**src/rtl/plate_digit_overlay.sv**
```systemverilog
// Overlays a committed string of plate digits as 7-segment glyphs on RGB888 video.
// Strings are staged in a shadow buffer and committed on the vsync falling edge.
module plate_digit_overlay #(
  parameter int unsigned NUM_DIGITS = 7,
  parameter int unsigned ORIGIN_X   = 20,
  parameter int unsigned ORIGIN_Y   = 20,
  parameter int unsigned DIG_W      = 16,
  parameter int unsigned DIG_H      = 28,
  parameter int unsigned DIG_GAP    = 6,
  parameter int unsigned SEG_W      = 3,
  parameter logic [23:0] FG_COLOR   = 24'hFF0000
) (
  input  logic        clk,
  input  logic        rst_n,
  input  logic        i_hs,
  input  logic        i_vs,
  input  logic        i_de,
  input  logic [11:0] i_x,
  input  logic [11:0] i_y,
  input  logic [23:0] i_data,
  input  logic        wr_valid,
  output logic        wr_ready,
  input  logic [3:0]  wr_digit,
  input  logic        wr_last,
  output logic        pending,
  output logic [23:0] o_data,
  output logic [11:0] o_x,
  output logic [11:0] o_y,
  output logic        o_hs,
  output logic        o_vs,
  output logic        o_de
);

  localparam int unsigned PITCH = DIG_W + DIG_GAP;
  localparam int unsigned HALF  = DIG_H / 2;
  localparam int unsigned G_TOP = HALF - SEG_W / 2;
  localparam logic [3:0]  BLANK = 4'hA;

  typedef enum logic {S_FILL, S_PENDING} state_e;

  state_e      state_q, state_d;
  logic [3:0]  idx_q, idx_d;
  logic [3:0]  shadow_q [NUM_DIGITS];
  logic [3:0]  shadow_d [NUM_DIGITS];
  logic [3:0]  disp_q   [NUM_DIGITS];
  logic [3:0]  disp_d   [NUM_DIGITS];
  logic        vs_q;
  logic        wr_ready_q, pending_q;
  logic        accept_c, vs_fall_c;

  assign accept_c  = wr_valid && wr_ready_q;
  assign vs_fall_c = vs_q && !i_vs;

  // Write-side FSM: fill the shadow buffer, then wait for the frame boundary to commit.
  always_comb begin
    state_d  = state_q;
    idx_d    = idx_q;
    shadow_d = shadow_q;
    disp_d   = disp_q;
    unique case (state_q)
      S_FILL: begin
        if (accept_c) begin
          for (int unsigned k = 0; k < NUM_DIGITS; k++) begin
            if (idx_q == 4'(k)) shadow_d[k] = wr_digit;
          end
          idx_d = idx_q + 4'd1;
          if (wr_last || (idx_q == 4'(NUM_DIGITS - 1))) state_d = S_PENDING;
        end
      end
      S_PENDING: begin
        if (vs_fall_c) begin
          disp_d = shadow_q;
          for (int unsigned k = 0; k < NUM_DIGITS; k++) shadow_d[k] = BLANK;
          idx_d   = '0;
          state_d = S_FILL;
        end
      end
    endcase
  end

  always_ff @(posedge clk or negedge rst_n) begin
    if (!rst_n) begin
      state_q    <= S_FILL;
      idx_q      <= '0;
      vs_q       <= 1'b0;
      wr_ready_q <= 1'b1;
      pending_q  <= 1'b0;
      for (int unsigned k = 0; k < NUM_DIGITS; k++) begin
        shadow_q[k] <= BLANK;
        disp_q[k]   <= BLANK;
      end
    end else begin
      state_q    <= state_d;
      idx_q      <= idx_d;
      vs_q       <= i_vs;
      wr_ready_q <= (state_d == S_FILL);
      pending_q  <= (state_d == S_PENDING);
      shadow_q   <= shadow_d;
      disp_q     <= disp_d;
    end
  end

  assign wr_ready = wr_ready_q;
  assign pending  = pending_q;

  // Stage 1: locate the glyph slot with a compare chain and form glyph-local coordinates.
  logic [11:0] dx_c, dy_c, lx_c;
  logic [3:0]  slot_c;
  logic        box_c;

  always_comb begin
    dx_c   = i_x - 12'(ORIGIN_X);
    dy_c   = i_y - 12'(ORIGIN_Y);
    slot_c = '0;
    for (int unsigned j = 1; j < NUM_DIGITS; j++) begin
      if (dx_c >= 12'(j * PITCH)) slot_c = 4'(j);
    end
    lx_c  = dx_c - 12'(32'(slot_c) * PITCH);
    box_c = i_de && (i_x >= 12'(ORIGIN_X)) && (i_y >= 12'(ORIGIN_Y)) &&
            (lx_c < 12'(DIG_W)) && (dy_c < 12'(DIG_H));
  end

  logic [3:0]  slot_q;
  logic [11:0] lx_q, ly_q, x1_q, y1_q;
  logic        box_q, hs1_q, vs1_q, de1_q;
  logic [23:0] data1_q;

  // Segment set per code, packed as {a,b,c,d,e,f,g}.
  function automatic logic [6:0] seg_map(input logic [3:0] code);
    case (code)
      4'h0:    seg_map = 7'b1111110;
      4'h1:    seg_map = 7'b0110000;
      4'h2:    seg_map = 7'b1101101;
      4'h3:    seg_map = 7'b1111001;
      4'h4:    seg_map = 7'b0110011;
      4'h5:    seg_map = 7'b1011011;
      4'h6:    seg_map = 7'b1011111;
      4'h7:    seg_map = 7'b1110000;
      4'h8:    seg_map = 7'b1111111;
      4'h9:    seg_map = 7'b1111011;
      4'hF:    seg_map = 7'b0000001;
      default: seg_map = 7'b0000000;
    endcase
  endfunction

  // Stage 2: segment coverage test against the committed digit of the pixel's slot.
  logic [3:0] digit_c;
  logic [6:0] segs_c;
  logic       top_c, left_c, right_c, lit_c;

  always_comb begin
    digit_c = BLANK;
    for (int unsigned k = 0; k < NUM_DIGITS; k++) begin
      if (slot_q == 4'(k)) digit_c = disp_q[k];
    end
    segs_c  = seg_map(digit_c);
    top_c   = ly_q < 12'(HALF);
    left_c  = lx_q < 12'(SEG_W);
    right_c = lx_q >= 12'(DIG_W - SEG_W);
    lit_c   = (segs_c[6] && (ly_q < 12'(SEG_W)))                               ||
              (segs_c[5] && right_c && top_c)                                  ||
              (segs_c[4] && right_c && !top_c)                                 ||
              (segs_c[3] && (ly_q >= 12'(DIG_H - SEG_W)))                      ||
              (segs_c[2] && left_c && !top_c)                                  ||
              (segs_c[1] && left_c && top_c)                                   ||
              (segs_c[0] && (ly_q >= 12'(G_TOP)) && (ly_q < 12'(G_TOP + SEG_W)));
  end

  logic [23:0] odata_q;
  logic [11:0] ox_q, oy_q;
  logic        ohs_q, ovs_q, ode_q;

  always_ff @(posedge clk or negedge rst_n) begin
    if (!rst_n) begin
      slot_q  <= '0;
      lx_q    <= '0;
      ly_q    <= '0;
      box_q   <= 1'b0;
      data1_q <= '0;
      x1_q    <= '0;
      y1_q    <= '0;
      hs1_q   <= 1'b0;
      vs1_q   <= 1'b0;
      de1_q   <= 1'b0;
      odata_q <= '0;
      ox_q    <= '0;
      oy_q    <= '0;
      ohs_q   <= 1'b0;
      ovs_q   <= 1'b0;
      ode_q   <= 1'b0;
    end else begin
      slot_q  <= slot_c;
      lx_q    <= lx_c;
      ly_q    <= dy_c;
      box_q   <= box_c;
      data1_q <= i_data;
      x1_q    <= i_x;
      y1_q    <= i_y;
      hs1_q   <= i_hs;
      vs1_q   <= i_vs;
      de1_q   <= i_de;
      odata_q <= (box_q && lit_c) ? FG_COLOR : data1_q;
      ox_q    <= x1_q;
      oy_q    <= y1_q;
      ohs_q   <= hs1_q;
      ovs_q   <= vs1_q;
      ode_q   <= de1_q;
    end
  end

  assign o_data = odata_q;
  assign o_x    = ox_q;
  assign o_y    = oy_q;
  assign o_hs   = ohs_q;
  assign o_vs   = ovs_q;
  assign o_de   = ode_q;

endmodule

```
**config.mk**
```make
export PLATFORM = sky130hd
export DESIGN_NAME = plate_digit_overlay
export DESIGN_NICKNAME = d
export VERILOG_FILES = /design/src/rtl/plate_digit_overlay.sv
export SDC_FILE = /design/constraint.sdc
export NUM_CORES = 1
export LEC_CHECK = 0
export CAP_MARGIN = 20
export CORE_AREA = 2 2 126 128
export CTS_BUF_LIST = sky130_fd_sc_hd__clkbuf_8
export DETAILED_ROUTE_END_ITERATION = 7
export DIE_AREA = 0 0 128 130
export GPL_TIMING_DRIVEN = 0
export PLACE_DENSITY = 0.82
export SETUP_SLACK_MARGIN = 0.02
export SKIP_CTS_REPAIR_TIMING = 1
export SYNTH_ARGS = -nofsm -noshare
export SYNTH_HDL_FRONTEND = slang
export SYNTH_SLANG_ARGS = --single-unit
export TNS_END_PERCENT = 50
```
**constraint.sdc**
```tcl
create_clock -name clk -period 3.3 [get_ports clk]
set_input_delay 0.66 -clock clk [delete_from_list [all_inputs] [get_ports clk]]
set_output_delay 0.66 -clock clk [all_outputs]
set_load 0.03 [all_outputs]
```
==> out/qor.yml <==
clk_latency_ns: 0.46
drc: 0
maxCapViolations: 0
setup_viol: 9
avgSynthCellArea_sq_um: 12.01
place.gp.congestion: 0.8477
hold_violations: 0
setup.worst_path.class: "in -> reg"
grtUsageMet2_pct: 32.78
slew_violations: 0
cts.htree.levels: 4
min_path_type: "in -> async"
fill_cells: 1078
slowest_stage: "or4b_4"
cp_max_fo: 7
min_period_ns: 4.771
die_w_microns: 128
fin_ws_ns: -1.471
rr_worst_depth: 11
switchingPower_uw: 1955
worstSetupStartpointType: "input port"
critical-path-max-stage-delay_ns: 0.58
setup_tns_ns: -8.169
clock_tree.root_cell: "clkbuf_8"
slew_headroom_pct: 53.82
antenna_cells: 0
sw_frac_of_total_pct: 31.73
drt_iter0_drc: 370
antenna_found_initial: 0
synth.distinct_cells: 60
nets: 885
start_util_pct: 49.35
ys.flop_type: "dfrtp_1"
syn_inst: 634
io_pins: 112
ant_nets: 0
setup.worst_path.start: "i_x[2]"
synthArstFlopShare_pct: 100.0
path_clk_slew_ns: 0.09
dp_hpwl_microns: 10910
synthesis.nets: 726
wl_per_cell_microns: 16.84
routed_wirelength_microns: 16790
fmax_ghz: 0.2096
end_kind: "register"
synth_area_leaders: "dfrtp_1, dfstp_2, nand2_1, ha_1, mux2_2"
drive_above_1_share_pct: 24.35
cts.path.max_buffers: 2
synth_largest_area_cell: "dfrtp_1"
critPathCapture: "box_q$_DFF_PN0_"
finClkSkew_ns: 0.01389
die_y_microns: 130
grt-ovfl-total: 0
die-area_sq_mm: 0.01664
grt_pass1_wl_microns: 24950
worstPathArrival_ns: 5.13
p_comb_share_pct: 27.8
first_pass_iters: 5
p_per_area_mw_per_mm2: 607.4
fin_crit_sh_pct: 144.6
grt.total_usage_pct: 19.26
leakage_uw: 0.004435
coreArea_sq_mm: 0.01542
area_delta_synth_final_pct: 33.27
p_seq_share_pct: 50.3
grtUsageMet3_pct: 4.961
cts_tree: "done"
critical_path.cell_chain: "buf_12 > clkinvlp_4 > ha_4 > nor2b_4 > o21ai_2 > o211ai_1 > and3_4 > nand2_8 > a21o_1 > a31oi_4 > ha_4 > buf_4 > ha_4 > a21o_1 > nand2_1 > xnor2_2 > xnor2_2 > ha_4 > o21ai_2 > nand2b_1 > xor2_1 > or4b_4 > nor4_4"
ys_warn_count: 0
status: "finished, violations left"
ys_ff_latch: 189
grt_use_met1_pct: 23.85
vdd_drop_max_uv: 336.4
fin_util_pct: 65.77
syn_area_sq_mm: 0.007612
worstMarginPinSlew_ns: 0.6863
rrSetupSlack_ns: 0.03
critPathMostFrequentCell: "ha_4"
cts_sinks: 189
clock_power_share_pct: 21.9
cp.required_ns: 3.66
yosys.area.top_type_share_pct: 52.60
ys_seq_area_share_pct: 62.61
r2r_end: "o_data[17]$_DFF_PN0_"
r2r_start: "slot_q[0]$_DFF_PN0_"
rsz0062_at_grt: "true"
failed_checks: "setup timing"
portBuffers: 111
grt_start_max_net_pins: 109
num_rows: 46
top_usage_layer: "met2"
viasPerCell: 5.312
synth_edf_count: 0
grt_pass1_vias: 5300
num_vias: 5296
cts_inserted_buffers: 17
p_int_uw: 4207
cell usage after synthesis, drive strengths merged, types with 2 or more instances:
cell and number:
inv 24, nor3 7, nor3b 5, nor2 24
a211o 2, nand3b 4, dfstp 29, or4 4
a2111oi 2, xor2 14, or2b 3, mux2 19
a21oi 11, fa 2, clkbuf 8, a32oi 2
nand3 12, a31oi 7, xnor2 15, nand4 2
o21ai 28, nor2b 9, mux2i 8, or2 4
nand2 122, and2 18, mux4 2, o31ai 2
nor4 7, buf 8, nand2b 10, a21o 2
ha 31, dfrtp 160, a211oi 4, o211ai 4
cell families (layout without fill, tap and decap cells):
| kind of cell | count (synthesis) | count (layout) | share of synthesized area [%] |
|---|---|---|---|
| AO/OA/AOI/OAI | 76 | 76 | 6.690 |
| multiplexers | 29 | 29 | 4.454 |
| buffers and inverters | 40 | 211 | 2.400 |
| adder cells (fa/ha/maj) | 33 | 33 | 5.621 |
| AND/OR/NAND/NOR | 238 | 238 | 14.89 |
| flip-flops | 189 | 189 | 62.61 |
| XOR/XNOR | 29 | 29 | 3.337 |
how the worst min path moves through the flow:
stage,depth (start not counted),slack (ns),start,endpoint
after floorplan,0,0.33,de1_q$_DFF_PN0_,o_de$_DFF_PN0_
after global placement,0,0.33,x1_q[10]$_DFF_PN0_,o_x[10]$_DFF_PN0_
after detailed placement,0,0.34,x1_q[7]$_DFF_PN0_,o_x[7]$_DFF_PN0_
after CTS,1,0.17,rst_n,pending$_DFF_PN0_
after global routing,1,0.20,rst_n,pending$_DFF_PN0_
final,1,0.15,rst_n,pending$_DFF_PN0_
layout make-up:
cell class	count	area, sq um	area share, %
Buffer	16	102.6	1.011
Clock buffer	20	275.3	2.713
Clock inverter	11	70.07	0.6907
Inverter	24	96.34	0.9497
Multi-Input combinational cell	405	3221	31.75
Sequential cell	189	4767	46.99
Tap cell	192	240.2	2.368
Timing Repair Buffer	140	1373	13.53
stage by stage:
step	cell area, sq um	total power, uW	hold slack, ns	std cells	setup slack, ns
2_1_floorplan	7841	4058	0.3312	634	-1.244
3_3_place_gp	9193	4478	0.3330	937	-5.398
3_5_place_dp	9225	4586	0.3364	938	-2.880
4_1_cts	9570	5937	0.1673	969	-2.439
5_1_grt	10140	6535	0.1966	997	-1.603
6_report	10140	6162	0.1548	997	-1.471
routing by layer:
layer | part of all wire, % | up-vias
li1 | - | 2448
met4 | 2.4 | 0
met2 | 52 | 162
met5 | 0 | -
met1 | 41 | 2647
met3 | 4.8 | 39
power groups by stage:
stage	logic (uW)	clock network, uW	registers [uW]
CTS	1450	1390	3100
global placement	1360	0	3120
floorplan	895	0	3160
global route	1890	1490	3150
detailed placement	1440	0	3140
finish	1710	1350	3100
sequential cells by signal (all words and copies together), names as in the netlist:
signal    cells
hs1_q         1
slot_q        3
lx_q         11
o_hs          1
box_q         1
o_de          1
ly_q         10
vs1_q         1
disp_q       28
data1_q      24
shadow_q     28
o_vs          1
idx_q         4
de1_q         1
wr_ready      1
x1_q         12
o_data       24
pending       1
o_x          12
y1_q         12
o_y          12
critical path, delay by kind of cell:
family | cells | cell delay, ns
fa+ha+maj | 4 | 1.00
buf+inv | 3 | 0.36
compound gates | 6 | 1.00
xor+xnor | 3 | 0.60
simple gates | 7 | 1.50
cell usage in the layout (no fill, tap or decap), types with 5 or more instances in the layout:
| master | synthesis | layout |
|---|---|---|
| dfrtp_1 | 160 | 159 |
| nand2_1 | 122 | 119 |
| clkdlybuf4s50_1 | 0 | 99 |
| dfstp_2 | 29 | 29 |
| buf_4 | 0 | 27 |
| ha_1 | 31 | 23 |
| inv_1 | 24 | 22 |
| clkbuf_8 | 0 | 20 |
| o21ai_0 | 28 | 19 |
| mux2_2 | 19 | 19 |
| nor2_1 | 24 | 18 |
| and2_1 | 18 | 18 |
| nand3_1 | 12 | 11 |
| xor2_1 | 14 | 10 |
| xnor2_2 | 0 | 9 |
| nand2b_1 | 10 | 9 |
| nor2b_1 | 9 | 8 |
| ha_4 | 0 | 8 |
| mux2i_1 | 8 | 7 |
| a21oi_1 | 11 | 7 |
| buf_6 | 4 | 6 |
| xnor2_1 | 15 | 6 |
| clkbuf_1 | 7 | 6 |
| nor3_1 | 7 | 5 |
| a31oi_1 | 6 | 5 |
| dlymetal6s2s_1 | 0 | 5 |
(Power assumes the default switching activity.)
